===== src/rtl/uart_boot_loader.sv =====
// UART (8N1) program loader: receives a framed, XOR-checksummed image and
// writes it into instruction/data memory, holding the CPU in reset until done.
module uart_boot_loader #(
  parameter int unsigned CLKS_PER_BIT = 868,
  parameter int unsigned ADDR_WIDTH   = 13,
  parameter logic [7:0]  SYNC_BYTE    = 8'hA5
) (
  input  logic                  sysclk,
  input  logic                  rst,
  input  logic                  uart_rx,
  output logic [ADDR_WIDTH-1:0] mem_addr,
  output logic [31:0]           mem_data,
  output logic [3:0]            mem_we,
  output logic                  cpu_hold,
  output logic                  done,
  output logic                  error
);

  localparam int unsigned      CNT_W   = $clog2(CLKS_PER_BIT);
  localparam logic [CNT_W-1:0] HALF_M1 = CNT_W'(CLKS_PER_BIT / 2 - 1);
  localparam logic [CNT_W-1:0] FULL_M1 = CNT_W'(CLKS_PER_BIT - 1);

  localparam logic [1:0] RX_IDLE  = 2'd0;
  localparam logic [1:0] RX_START = 2'd1;
  localparam logic [1:0] RX_DATA  = 2'd2;
  localparam logic [1:0] RX_STOP  = 2'd3;

  localparam logic [2:0] ST_IDLE  = 3'd0;
  localparam logic [2:0] ST_LEN0  = 3'd1;
  localparam logic [2:0] ST_LEN1  = 3'd2;
  localparam logic [2:0] ST_DATA  = 3'd3;
  localparam logic [2:0] ST_CSUM  = 3'd4;
  localparam logic [2:0] ST_DONE  = 3'd5;
  localparam logic [2:0] ST_ERROR = 3'd6;

  logic [1:0]            sync_q;
  logic                  rx_prev_q;
  logic                  rx_s;

  logic [1:0]            rx_state_q, rx_state_d;
  logic [CNT_W-1:0]      rx_cnt_q, rx_cnt_d;
  logic [2:0]            rx_bit_q, rx_bit_d;
  logic [7:0]            rx_shift_q, rx_shift_d;
  logic                  byte_valid_c;
  logic                  frame_err_c;

  logic [2:0]            state_q, state_d;
  logic [15:0]           len_q, len_d;
  logic [7:0]            csum_q, csum_d;
  logic [ADDR_WIDTH-1:0] word_idx_q, word_idx_d;
  logic [1:0]            byte_idx_q, byte_idx_d;
  logic [31:0]           word_q, word_d;
  logic [ADDR_WIDTH-1:0] mem_addr_q, mem_addr_d;
  logic [31:0]           mem_data_q, mem_data_d;
  logic [3:0]            mem_we_q, mem_we_d;
  logic                  cpu_hold_q, cpu_hold_d;
  logic                  done_q, done_d;
  logic                  error_q, error_d;

  assign rx_s = sync_q[1];

  // State register for synchronizer, receiver and loader FSM
  always_ff @(posedge sysclk or negedge rst) begin
    if (!rst) begin
      sync_q     <= 2'b11;
      rx_prev_q  <= 1'b1;
      rx_state_q <= RX_IDLE;
      rx_cnt_q   <= '0;
      rx_bit_q   <= '0;
      rx_shift_q <= '0;
      state_q    <= ST_IDLE;
      len_q      <= '0;
      csum_q     <= '0;
      word_idx_q <= '0;
      byte_idx_q <= '0;
      word_q     <= '0;
      mem_addr_q <= '0;
      mem_data_q <= '0;
      mem_we_q   <= '0;
      cpu_hold_q <= 1'b1;
      done_q     <= 1'b0;
      error_q    <= 1'b0;
    end else begin
      sync_q     <= {sync_q[0], uart_rx};
      rx_prev_q  <= rx_s;
      rx_state_q <= rx_state_d;
      rx_cnt_q   <= rx_cnt_d;
      rx_bit_q   <= rx_bit_d;
      rx_shift_q <= rx_shift_d;
      state_q    <= state_d;
      len_q      <= len_d;
      csum_q     <= csum_d;
      word_idx_q <= word_idx_d;
      byte_idx_q <= byte_idx_d;
      word_q     <= word_d;
      mem_addr_q <= mem_addr_d;
      mem_data_q <= mem_data_d;
      mem_we_q   <= mem_we_d;
      cpu_hold_q <= cpu_hold_d;
      done_q     <= done_d;
      error_q    <= error_d;
    end
  end

  // Bit-level receiver; returns to idle right after the stop sample so a
  // start bit immediately following the stop bit is caught
  always_comb begin
    rx_state_d   = rx_state_q;
    rx_cnt_d     = rx_cnt_q;
    rx_bit_d     = rx_bit_q;
    rx_shift_d   = rx_shift_q;
    byte_valid_c = 1'b0;
    frame_err_c  = 1'b0;
    case (rx_state_q)
      RX_IDLE: begin
        if (rx_prev_q && !rx_s) begin
          rx_state_d = RX_START;
          rx_cnt_d   = '0;
        end
      end
      RX_START: begin
        if (rx_cnt_q == HALF_M1) begin
          rx_cnt_d = '0;
          rx_bit_d = '0;
          rx_state_d = rx_s ? RX_IDLE : RX_DATA;
        end else begin
          rx_cnt_d = rx_cnt_q + CNT_W'(1);
        end
      end
      RX_DATA: begin
        if (rx_cnt_q == FULL_M1) begin
          rx_cnt_d   = '0;
          rx_shift_d = {rx_s, rx_shift_q[7:1]};
          if (rx_bit_q == 3'd7) begin
            rx_state_d = RX_STOP;
          end else begin
            rx_bit_d = rx_bit_q + 3'd1;
          end
        end else begin
          rx_cnt_d = rx_cnt_q + CNT_W'(1);
        end
      end
      RX_STOP: begin
        if (rx_cnt_q == FULL_M1) begin
          rx_cnt_d     = '0;
          rx_state_d   = RX_IDLE;
          byte_valid_c = rx_s;
          frame_err_c  = !rx_s;
        end else begin
          rx_cnt_d = rx_cnt_q + CNT_W'(1);
        end
      end
      default: rx_state_d = RX_IDLE;
    endcase
  end

  // Frame parser, memory write generation and status outputs
  always_comb begin
    state_d    = state_q;
    len_d      = len_q;
    csum_d     = csum_q;
    word_idx_d = word_idx_q;
    byte_idx_d = byte_idx_q;
    word_d     = word_q;
    mem_addr_d = mem_addr_q;
    mem_data_d = mem_data_q;
    mem_we_d   = 4'h0;
    cpu_hold_d = cpu_hold_q;
    done_d     = done_q;
    error_d    = error_q;
    case (state_q)
      ST_IDLE: begin
        if (byte_valid_c && rx_shift_q == SYNC_BYTE) begin
          state_d = ST_LEN0;
          csum_d  = '0;
        end
      end
      ST_LEN0: begin
        if (byte_valid_c) begin
          len_d[7:0] = rx_shift_q;
          csum_d     = csum_q ^ rx_shift_q;
          state_d    = ST_LEN1;
        end
      end
      ST_LEN1: begin
        if (byte_valid_c) begin
          len_d  = {rx_shift_q, len_q[7:0]};
          csum_d = csum_q ^ rx_shift_q;
          if (33'({rx_shift_q, len_q[7:0]}) > (33'(1) << ADDR_WIDTH)) begin
            state_d = ST_ERROR;
            error_d = 1'b1;
          end else if ({rx_shift_q, len_q[7:0]} == 16'd0) begin
            state_d = ST_CSUM;
          end else begin
            state_d    = ST_DATA;
            word_idx_d = '0;
            byte_idx_d = '0;
          end
        end
      end
      ST_DATA: begin
        if (byte_valid_c) begin
          csum_d = csum_q ^ rx_shift_q;
          word_d[{byte_idx_q, 3'b000} +: 8] = rx_shift_q;
          if (byte_idx_q == 2'd3) begin
            mem_we_d   = 4'hF;
            mem_addr_d = word_idx_q;
            mem_data_d = {rx_shift_q, word_q[23:0]};
            byte_idx_d = '0;
            if (32'(word_idx_q) == 32'(len_q) - 32'd1) begin
              state_d = ST_CSUM;
            end else begin
              word_idx_d = word_idx_q + ADDR_WIDTH'(1);
            end
          end else begin
            byte_idx_d = byte_idx_q + 2'd1;
          end
        end
      end
      ST_CSUM: begin
        if (byte_valid_c) begin
          if (rx_shift_q == csum_q) begin
            state_d    = ST_DONE;
            done_d     = 1'b1;
            cpu_hold_d = 1'b0;
          end else begin
            state_d = ST_ERROR;
            error_d = 1'b1;
          end
        end
      end
      ST_DONE: begin
        done_d     = 1'b1;
        cpu_hold_d = 1'b0;
      end
      ST_ERROR: begin
        cpu_hold_d = 1'b1;
        if (byte_valid_c && rx_shift_q == SYNC_BYTE) begin
          state_d = ST_LEN0;
          csum_d  = '0;
          error_d = 1'b0;
        end
      end
      default: state_d = ST_IDLE;
    endcase
    // Bad stop bit aborts any frame in progress; idle line noise and a
    // finished load are left alone
    if (frame_err_c && state_q != ST_IDLE && state_q != ST_DONE) begin
      state_d    = ST_ERROR;
      error_d    = 1'b1;
      cpu_hold_d = 1'b1;
    end
  end

  assign mem_addr = mem_addr_q;
  assign mem_data = mem_data_q;
  assign mem_we   = mem_we_q;
  assign cpu_hold = cpu_hold_q;
  assign done     = done_q;
  assign error    = error_q;

endmodule


===== config.mk =====
export PLATFORM = sky130hd
export DESIGN_NAME = uart_boot_loader
export DESIGN_NICKNAME = d
export VERILOG_FILES = /design/src/rtl/uart_boot_loader.sv
export SDC_FILE = /design/constraint.sdc
export NUM_CORES = 1
export LEC_CHECK = 0
export BUFFER_PORTS_ARGS = -buffer_cell sky130_fd_sc_hd__buf_2
export CAP_MARGIN = 15
export CORE_MARGIN = 2
export CORE_UTILIZATION = 65
export DETAILED_ROUTE_END_ITERATION = 6
export HOLD_SLACK_MARGIN = 0.1
export PLACE_DENSITY_LB_ADDON = 0.05
export SETUP_SLACK_MARGIN = 0.02
export SLEW_MARGIN = 20
export SYNTH_ARGS = -nofsm -noshare
export SYNTH_HDL_FRONTEND = slang
export SYNTH_SLANG_ARGS = --single-unit
export TNS_END_PERCENT = 100

===== constraint.sdc =====
create_clock -name sysclk -period 4.2 [get_ports sysclk]
set_input_delay 0.63 -clock sysclk [delete_from_list [all_inputs] [get_ports sysclk]]
set_output_delay 0.63 -clock sysclk [all_outputs]
set_load 0.05 [all_outputs]

# Yosys cells after proc, flatten, opt, wreduce, memory -nomap -nowiden
# Index checks and enable logic that the tools add are counted.
totals:
  reg_bits: 152
  input_bits: 3
  out_inout_bits: 52
  word_cells: 174
classes:
  n_addsub: 6
  n_lt_le_gt_ge: 1
  eq_ne: 45
  shifts: 2
  muxes: 67
  n_bitwise: 2
  reduce_logical: 32
ops:
  columns: ["cell", "count"]
  rows:
  - ["$mux W13", 6]
  - ["$mux W3", 13]
  - ["$ne A3 B3 Y1 const B", 11]
  - ["$bwmux W32", 1]
  - ["$eq A13 B32 Y1", 1]
  - ["$pmux W8 S2", 2]
  - ["$shift A8 B7 Y32 const A", 1]
  - ["$shiftx A8 B7 Y32", 1]
  - ["$mux W10", 3]
  - ["$ne A2 B2 Y1 const B", 15]
  - ["$pmux W10 S3", 1]
  - ["$pmux W13 S2", 1]
  - ["$mux W2", 12]
  - ["$mux W8", 3]
  - ["$pmux W3 S6", 1]
  - ["$sub A16 B1 Y17 const B", 1]
  - ["$gt A16 B14 Y1 const B", 1]
  - ["$logic_not A16 Y1", 1]
  - ["$mux W1", 15]
  - ["$reduce_and A3 Y1", 5]
  - ["$add A13 B1 Y13 const B", 1]
  - ["$eq A3 B3 Y1 const B", 4]
  - ["$mux W4", 3]
  - ["$add A10 B1 Y10 const B", 1]
  - ["other kinds (35)", 51]

# Longest topological paths before layout
depth:
  ltp_word: 7
  ltp_mapped: 12
  depth_no_buf: 10

# Least setup slack after synthesis
# No wires, ideal clock.
synth_path:
  path_type: "reg-to-reg"
  startpoint: "register len_q[0]"
  endpoint: "register state_q[1]"
  setup_ns: 0.128
  arrival_time_ns: 2.321
  required_ns: 4.072
  setup_slack_ns: 1.751
  stages_incl_launch_ff: 10
  n_path_buf: 1
  synth_period_minus_slack_ns: 2.449
  cell_sequence: "dfrtp_1 > inv_1 > ha_1 > buf_4 > and3_1 > a2111o_1 > o211a_1 > nand4bb_4 > a211oi_2 > mux2_1"
synth_via:
  elab_chain_cells: 6
  word_cells_on_any_way: 11
  cone_classes: "add/sub: 1; order compare: 1; eq/ne: 2; mux: 5; reduce/logical: 2"
synth_rtl:
  columns: ["item", "line_no", "rtl"]
  rows:
  - ["start: declaration", "48", "logic [15:0] len_q, len_d;"]
  - ["start signal: assignment", "91", "len_q <= len_d;"]
  - ["parallel branches: the longest is 6 deep, another holds $sub A16 B1 Y17", null, null]
  - ["end signal: assignment", "90", "state_q <= state_d;"]
  - ["end: declaration", "47", "logic [2:0] state_q, state_d;"]
# Several ways; the timed one is not identified. The select of a mux whose other input is x is not followed.
# A chain may end at the register's enable or synchronous reset.

# Final worst setup path
layout_path:
  startpoint: "register rx_cnt_q[0]"
  endpoint: "register len_q[12]"
layout_via:
  elab_chain_cells: 4
layout_rtl:
  columns: ["item", "line_no", "rtl"]
  rows:
  - ["start: declaration", "41", "logic [CNT_W-1:0] rx_cnt_q, rx_cnt_d;"]
  - ["start signal: assignment", "87", "rx_cnt_q <= rx_cnt_d;"]
  - ["$eq A10 B10 Y1", "144", "if (rx_cnt_q == FULL_M1) begin"]
  - ["$mux W1", "144", null]
  - ["$mux W1", "114", "case (rx_state_q)"]
  - ["$reduce_and A2 Y1 (no source line)", null, null]
# Every way passes these cells.

==> key figures <==
Route
  – Number of antenna-violating nets in the routed design: 0
  – Vias/cell: slightly above 6
  – Iteration-0 DRC Markers: around 370
  – Final wirelength: between 15000 and 20000 um
  – Residual DRC: 0
  – Drt pass-1 iters: 5
  – Vias: approximately 5.4k
  – DR WL/cell: between 15 and 20 um

Place
  – Placer Congestion: about 0.86
  – DP HPWL: 10300 um
  – Buffers on Ports: 54

Logic synthesis
  – Synth cell types: 72
  – Register area share after synthesis: 49.3%
  – Ys flop type: dfrtp_1
  – Area contributors post-synth: dfrtp_1, mux2_2, o21ai_0, nand2_1, ha_1
  – Mapped Cells: ~690
  – Synthesized area: a little over 0.007 mm^2
  – Most common cell in the netlist: dfrtp_1
  – Area leader, netlist: dfrtp_1
  – Yosys reg bits: 141
  – Synth warnings: 0
  – FFs w/ async S/R, synth: 100%
  – Top cell type's share of synthesized area: 47.8%
  – Syn Nets: roughly 700
  – Top cells by count, synth: dfrtp_1, nand2_1, o21ai_0, mux2_2, nor2_1
  – Avg Cell Area, Syn: approximately 10 um^2
  – Post-synth EDFFs: 0

Clocking
  – Post-cts resize count: 0
  – Cts bufs inserted: 17
  – Hold_buf cts: 0
  – H-tree depth: 4
  – Clk_lat worst skew: 540 ps
  – CTS tree: yes
  – Clock Pin Slew Worst Setup and Hold Paths: roughly 60 ps
  – CTS Root Cell: clkbuf_8
  – Setup Buffers After CTS: 0
  – Sink Count: ~140
  – Deepest clock path buffer count: 2

Power and ir drop
  – Sw Share: 22.9%
  – Clock power frac: 49.2%
  – P_int: 0.00251 W
  – Power Density: 403 mW/mm^2
  – Flop pwr share: between 40% and 50%
  – Lkg Pwr: ~3.9 nW
  – Max IR drop VDD: 0.378 mV
  – Total power: 0.00325 W
  – Sw power: 0.000744 W
  – Combinational cell fraction of total power: 5.5%

Global routing
  – Total global routing overflow: 0
  – Pin count of the biggest net entering global routing: 90
  – Number of global-route vias before repair: 5197
  – Initial antenna violation count: 0
  – GRT Util Overall: ~29%
  – First-pass GRT wire length: approximately 26000 um

Worst setup path
  – CP bufs+invs: 0
  – Worst Path Arrival: around 3700 ps
  – CP Launch Type: flop
  – Setup CP Type: flop to flop
  – Crit end category: flop
  – Cell-by-cell trace of the critical path: ha_1, nor4b_2, nand3_1, nor3_1, nand2_1, nor2_1, mux2_2
  – Max stage delay on crit path: between 600 and 700 ps
  – CP top delay family: simple AND/OR/NAND/NOR gates
  – Worst-path maximum fanout: 11
  – Critical path's slowest cell: nor2_1
  – Worst Path Required: 4620 ps

Floorplan
  – Initial Util: 66.4%
  – Die height: 109 um
  – Num rows: 38
  – Die W: roughly 110 um
  – Die Area: 0.0119 mm^2
  – Core area: between 0.01 and 0.015 mm^2
  – Ports: 55

Worst hold path
  – Hold Path Class: input port to async pin

STA
  – Final Setup Violations: 0
  – Fin crit period: 3250 ps
  – RSZ-0062 raised after global routing: false
  – Setup tns final: 0 ps
  – Layout Skew: roughly 6.8 ps
  – Max Freq: between 300 and 400 MHz
  – Max-slew violation count: 0
  – Worst-Margin Slew: between 1000 and 1500 ps
  – Period Utilization, post-route: 77.3%
  – Final hold violations: 0
  – Slew margin rel.: between 30% and 40%

Final layout
  – Antenna Diode Count: 0
  – P&R area growth vs syn: 12.5%
  – Layout cell share with drive strength beyond 1: between 20% and 30%
  – Layout net count: 740

Flow run
  – Max Cap Violations: 0

Outcome
  – Outcome: finished clean
-- path summary, 6_finish.rpt --
path                              from            to  slack [ps]  cells after the start
hold reg to reg              sync_q[0]     sync_q[1]         360                      0
min in group sysclk            uart_rx     sync_q[0]         190                      1
setup / recovery           rx_cnt_q[0]     len_q[12]         950                      7
max in group asynchronous          rst     rx_prev_q        3110                      2
setup reg to reg           rx_cnt_q[0]     len_q[12]         950                      7
hold / removal                     rst  mem_data[16]         160                      1
-- area by class of cell --
cell class / instances / area, um^2
repair buffers: 57 / 299
inverters: 20 / 75.1
clock buffers: 17 / 414
clock inverters: 15 / 219
flip-flops and latches: 141 / 3530
fillers: 751 / 2730
multi-input cells: 488 / 3350
well taps: 140 / 175
-- registers in the layout, indices dropped and copies added (netlist names), 8 cells and up, named ones only --
register and flops:
rx_cnt_q 10, len_q 16, mem_data 32, rx_shift_q 8, csum_q 8, word_q 24
mem_addr 13, word_idx_q 13
-- worst reg2reg max path, stage by stage (launching register included) --
cell and delay, ps:
dfrtp_1 420, ha_1 240, nor4b_2 310, nand3_1 290, nor3_1 460, nand2_1 290
nor2_1 690, mux2_2 420
-- cell usage in the layout (no fill, tap or decap), types with 5 or more instances in the layout --
cell type / n
and3_1: 9
dfrtp_1: 137
or3_1: 6
nand3_1: 17
o32a_1: 5
buf_2: 53
clkbuf_16: 16
nor3_1: 13
o31ai_1: 10
nand2b_1: 12
nand2_1: 81
ha_1: 12
a211oi_1: 5
a21oi_1: 12
o21ai_0: 78
bufinv_16: 5
nor2b_1: 5
mux2_2: 68
xnor2_1: 16
and2_1: 7
xor2_1: 8
nand4_1: 9
nor2_1: 36
inv_1: 20
a41oi_1: 5
-- through the flow --
step | instance area [um^2] | hold WS [ps] | utilization (%) | setup WS [ps] | instances
finish | 8070 | 163 | 74.7 | 955 | 878
global route | 8070 | 177 | 74.7 | 582 | 878
CTS | 8070 | 173 | 74.7 | 975 | 878
detailed placement | 7430 | 352 | 68.9 | 1030 | 846
global placement | 7430 | 346 | 68.9 | 1230 | 846
floorplan | 7170 | 334 | - | 1750 | 691
-- power groups by stage --
stage / clock network, W / registers (W) / logic (W)
after CTS: 0.00162 / 0.00147 / 0.000181
after floorplan: 0 / 0.00147 / 0.000132
after detailed placement: 0 / 0.00149 / 0.000180
final: 0.00160 / 0.00147 / 0.000178
after global routing: 0.00168 / 0.00148 / 0.000210
after global placement: 0 / 0.00149 / 0.000167
-- metal layers --
layer  track usage [%]  vias to the layer above  wire length [um]  share of wire [%]
met3              6.22                       27               923                5.8
met4              11.5                        0               284                1.8
met2              46.0                      183              7700                 48
li1                  -                     2533                 -                  -
met5                 0                        -                 0                  0
met1              37.8                     2634              7120                 44
-- kinds of logic (layout without fill, tap and decap cells) --
logic type	after synthesis	in the layout	synth area share, %
and+or+nand+nor	230	230	17.1
AOI/OAI and AO/OA	149	149	13.2
DFF	141	141	49.3
muxes	73	73	11.4
buffers and inverters	62	109	4.00
xor gates and xnor gates	24	24	2.93
adders and majority gates	12	12	2.09
Power figures use the tool's default switching activity.
